### config.mk
export PLATFORM = sky130hd
export DESIGN_NAME = pipe_skid_reg
export DESIGN_NICKNAME = d
export VERILOG_FILES = /design/src/rtl/pipe_skid_reg.sv
export SDC_FILE = /design/constraint.sdc
export NUM_CORES = 1
export LEC_CHECK = 0
export BUFFER_PORTS_ARGS = -buffer_cell sky130_fd_sc_hd__buf_2
export CAP_MARGIN = 0
export CORE_MARGIN = 3
export CORE_UTILIZATION = 57
export CTS_CLUSTER_SIZE = 8
export DETAILED_ROUTE_END_ITERATION = 7
export PLACE_DENSITY = 0.85
export SLEW_MARGIN = 5
export SYNTH_ARGS = -nofsm -noshare
export SYNTH_HDL_FRONTEND = slang
export SYNTH_SLANG_ARGS = --single-unit
### constraint.sdc
create_clock -name clk -period 5.3 [get_ports clk]
set_clock_uncertainty 0.2 [all_clocks]
set_input_delay 0.795 -clock clk [delete_from_list [all_inputs] [get_ports clk]]
set_output_delay 0.795 -clock clk [all_outputs]
set_load 0.1 [all_outputs]
### src/rtl/pipe_skid_reg.sv
// pipe_skid_reg: pipeline stage register with valid/ready handshake, one-entry skid buffer and flush.
module pipe_skid_reg #(
  parameter int WIDTH = 32,
  parameter logic [WIDTH-1:0] RESET_VALUE = {WIDTH{1'b0}}
) (
  input  logic             clk,
  input  logic             rst,
  input  logic             flush,
  input  logic             in_valid,
  output logic             in_ready,
  input  logic [WIDTH-1:0] in_data,
  output logic             out_valid,
  input  logic             out_ready,
  output logic [WIDTH-1:0] out_data,
  output logic [1:0]       occupancy
);
  typedef enum logic [1:0] {EMPTY = 2'd0, ONE = 2'd1, FULL = 2'd2} state_t;
  state_t state, next;
  logic [WIDTH-1:0] main_q, skid_q;
  logic it, ot;
  assign it = in_valid & in_ready;
  assign ot = out_valid & out_ready;
  always_ff @(posedge clk or posedge rst) begin
    if (rst) state <= EMPTY;
    else     state <= flush ? EMPTY : next;
  end
  always_comb begin
    next = state == EMPTY ? (it ? ONE : EMPTY) :
           state == ONE   ? (it && !ot ? FULL : !it && ot ? EMPTY : ONE) :
           state == FULL  ? (ot ? ONE : FULL) : EMPTY;
  end
  always_comb begin
    in_ready  = state != FULL;
    out_valid = state != EMPTY;
    occupancy = state;
    out_data  = main_q;
  end
  // Main only ever takes input when it is (or is becoming) the oldest entry; skid refills main in order.
  always_ff @(posedge clk or posedge rst) begin
    if (rst) begin
      main_q <= RESET_VALUE;
      skid_q <= RESET_VALUE;
    end else if (flush) begin
      main_q <= RESET_VALUE;
      skid_q <= RESET_VALUE;
    end else begin
      if ((state == EMPTY && it) || (state == ONE && it && ot)) main_q <= in_data;
      else if (state == FULL && ot) main_q <= skid_q;
      if (state == ONE && it && !ot) skid_q <= in_data;
    end
  end
endmodule

==> results.json <==
{
  "synth_warnings": 0,
  "synth-compound-area-share": 0.218,
  "crit_path_max_fanout": 7,
  "dr_wl_met2_mm": 2.78,
  "num_vias": 1956,
  "hp-class": "reg2reg",
  "synthAdderAreaFrac": 0.00427,
  "ys_seq_area_frac": 0.564,
  "worst_ep_required_time_ps": 4300,
  "hold_buffers": 0,
  "leakage_uw": 0.00174,
  "fin_total_pwr_uw": 1160,
  "numPlacedInstances": 328,
  "synth_xor_xnor_area_share": 0,
  "multi_input_area_um2": 1100,
  "dieHeight_um": 77.7,
  "io_pins": 73,
  "start_kind": "flop",
  "dr.max_layer_used": "met4",
  "setup_viol": 0,
  "cts_buffer_depth": 2,
  "finish.utilization": 0.702,
  "drt_iter0_markers": 144,
  "std_cell_rows": 25,
  "fin_cells": 343,
  "routed_wirelength_mm": 6.04,
  "grt_max_degree": 67,
  "syn_avg_cell_area_um2": 14.6,
  "grt_pass1_wl_mm": 10.5,
  "path_class": "reg2out",
  "antenna_found_initial": 0,
  "post-route-period-util": 0.455,
  "tns_ps": 0,
  "synth_top_family_by_area": "compound AO/OA/AOI/OAI gates",
  "dieArea_um2": 6030,
  "wl_met3_um": 321,
  "post-route-drc-count": 0,
  "coreArea_um2": 4850,
  "r2r_slack_ps": 3050,
  "dp_hpwl_mm": 3.91,
  "antenna_cells": 0,
  "regArea_um2": 1650,
  "powerDensity_nw_per_um2": 341,
  "cts.sinks": 66,
  "ys_ff_latch": 66,
  "drv_slew": 0,
  "drt-pass1-iter-count": 4,
  "synth-simple-area-share": 0.0423,
  "hold_viol": 0,
  "relSlewSlack": 0.348,
  "synth_area_um2": 2930,
  "overflow": 0,
  "holdWs_ps": 288,
  "outcome": "completed",
  "clk_latency_ps": 330,
  "wl_met1_mm": 2.87,
  "final_antenna_net_count": 0,
  "cts_inserted_buffers": 9,
  "drive_gt1_frac": 0.384,
  "cts_tree": "yes",
  "netlist_instances": 201,
  "initial_core_util": 0.604,
  "drv_cap": 0,
  "yosys-mux-area-fraction": 0.113,
  "wl_per_cell_um": 17.6,
  "post_cts.repair.setup_buffers": 0,
  "fin_crit_ps": 2410,
  "rsz0062_at_grt": "no",
  "fmax_mhz": 415,
  "cp-end-kind": "primary output",
  "grt_pass1_vias": 2100,
  "gp_congestion": 0.771,
  "die_w_um": 77.7,
  "syn-num-nets": 239,
  "nFillCells": 351,
  "via_per_inst": 5.70,
  "syn2layout_area_growth_pct": 16.2,
  "cts_htree_levels": 3,
  "tightest_slew_ps": 978,
  "ys_types": 25,
  "grtUsageTotal": 0.225,
  "cts.clk_slew.worst_paths_ps": 60,
  "ir_drop_uv": 190,
  "root_buffer": "clkbuf_8",
  "post_cts_resized": 0,
  "cp.arrival_ps": 1410,
  "io_buffers": 72,
  "fin_nets": 310
}
[placed cells by master, fill, tap and decap left out, drive strengths merged, types with 2 or more instances in the layout]
cell,count
dfrtp,66
a21oi,2
nor2,6
clkbuf,12
nand2b,2
inv,3
a22o,32
mux2i,33
clkinv,3
and2b,2
o2bb2ai,32
buf,75
[critical path, stage by stage, from the launching register on]
cell	delay [ps]
dfrtp_1	440
or2b_1	210
buf_2	430
[metrics by stage]
step                      setup slack, ps  instance area [um2]
after global routing                 2800                 3400
after floorplan                      2520                 2930
after detailed placement             2590                 3230
after CTS                            2860                 3400
final                                2890                 3400
after global placement               2660                 3230
[synthesized netlist by cell type]
| cell type | count | area, um2 |
|---|---|---|
| nor2_8 | 1 | 20.0 |
| and2b_4 | 1 | 10.0 |
| nor2_1 | 4 | 15.0 |
| and2b_1 | 1 | 7.51 |
| mux2i_1 | 33 | 330 |
| a21oi_1 | 2 | 10.0 |
| buf_6 | 13 | 146 |
| o2bb2ai_1 | 27 | 236 |
| ha_1 | 1 | 12.5 |
| nor3b_4 | 1 | 18.8 |
| o22ai_2 | 1 | 12.5 |
| nand2b_2 | 1 | 8.76 |
| buf_4 | 2 | 15.0 |
| o2bb2ai_2 | 5 | 75.1 |
| and2_1 | 1 | 6.26 |
| dfrtp_1 | 66 | 1650 |
| a31oi_4 | 1 | 21.3 |
| nand2_1 | 1 | 3.75 |
| nand2b_4 | 1 | 13.8 |
| a22o_1 | 30 | 263 |
| nor2_2 | 1 | 6.26 |
| or2_2 | 1 | 6.26 |
| or2b_1 | 1 | 7.51 |
| inv_1 | 3 | 11.3 |
| a22o_2 | 2 | 20.0 |
[metal layers]
layer / vias up / GRT usage
met4: 0 / 0.0925
met5: - / 0
met3: 7 / 0.0603
met1: 990 / 0.311
li1: 908 / -
met2: 51 / 0.338
[path summary, 6_finish.rpt]
| path | start | to | cells after the start |
|---|---|---|---|
| hold reg to reg | out_data[31]$_DFFE_PP0P_ | out_data[31]$_DFFE_PP0P_ | 1 |
| setup / recovery | occupancy[1]$_DFF_PP0_ | in_ready | 2 |
| max in group asynchronous | rst | out_data[24]$_DFFE_PP0P_ | 3 |
| hold / removal | out_data[31]$_DFFE_PP0P_ | out_data[31]$_DFFE_PP0P_ | 1 |
| setup reg to reg | occupancy[1]$_DFF_PP0_ | out_data[28]$_DFFE_PP0P_ | 5 |
| min in group asynchronous | rst | skid_q[5]$_DFFE_PP0P_ | 3 |
[power by group]
| group | internal, uW | switching (uW) | total, uW |
|---|---|---|---|
| sequential | 525 | 13.7 | 538 |
| combinational | 57.2 | 199 | 257 |
| clock | 190 | 176 | 367 |
[layout make-up]
class | instances | area share
well taps | 67 | 0.0246
inverters | 3 | 0.00331
multi-input cells | 117 | 0.325
repair buffers | 75 | 0.112
clock inverters | 3 | 0.00441
clock buffers | 12 | 0.0456
flip-flops and latches | 66 | 0.485
[cells by family (layout without fill, tap and decap cells)]
family                   Yosys count  count (layout)
AO/OA/AOI/OAI                     68              68
adder cells (fa/ha/maj)            1               1
buffers and inverters             18              93
flip-flops                        66              66
multiplexers                      33              33
AND/OR/NAND/NOR                   15              15
[registers in the layout, indices dropped and copies added, names as in the netlist]
| signal | cells |
|---|---|
| occupancy | 2 |
| out_data | 32 |
| skid_q | 32 |
No activity file was read; power rests on OpenSTA's default activity.
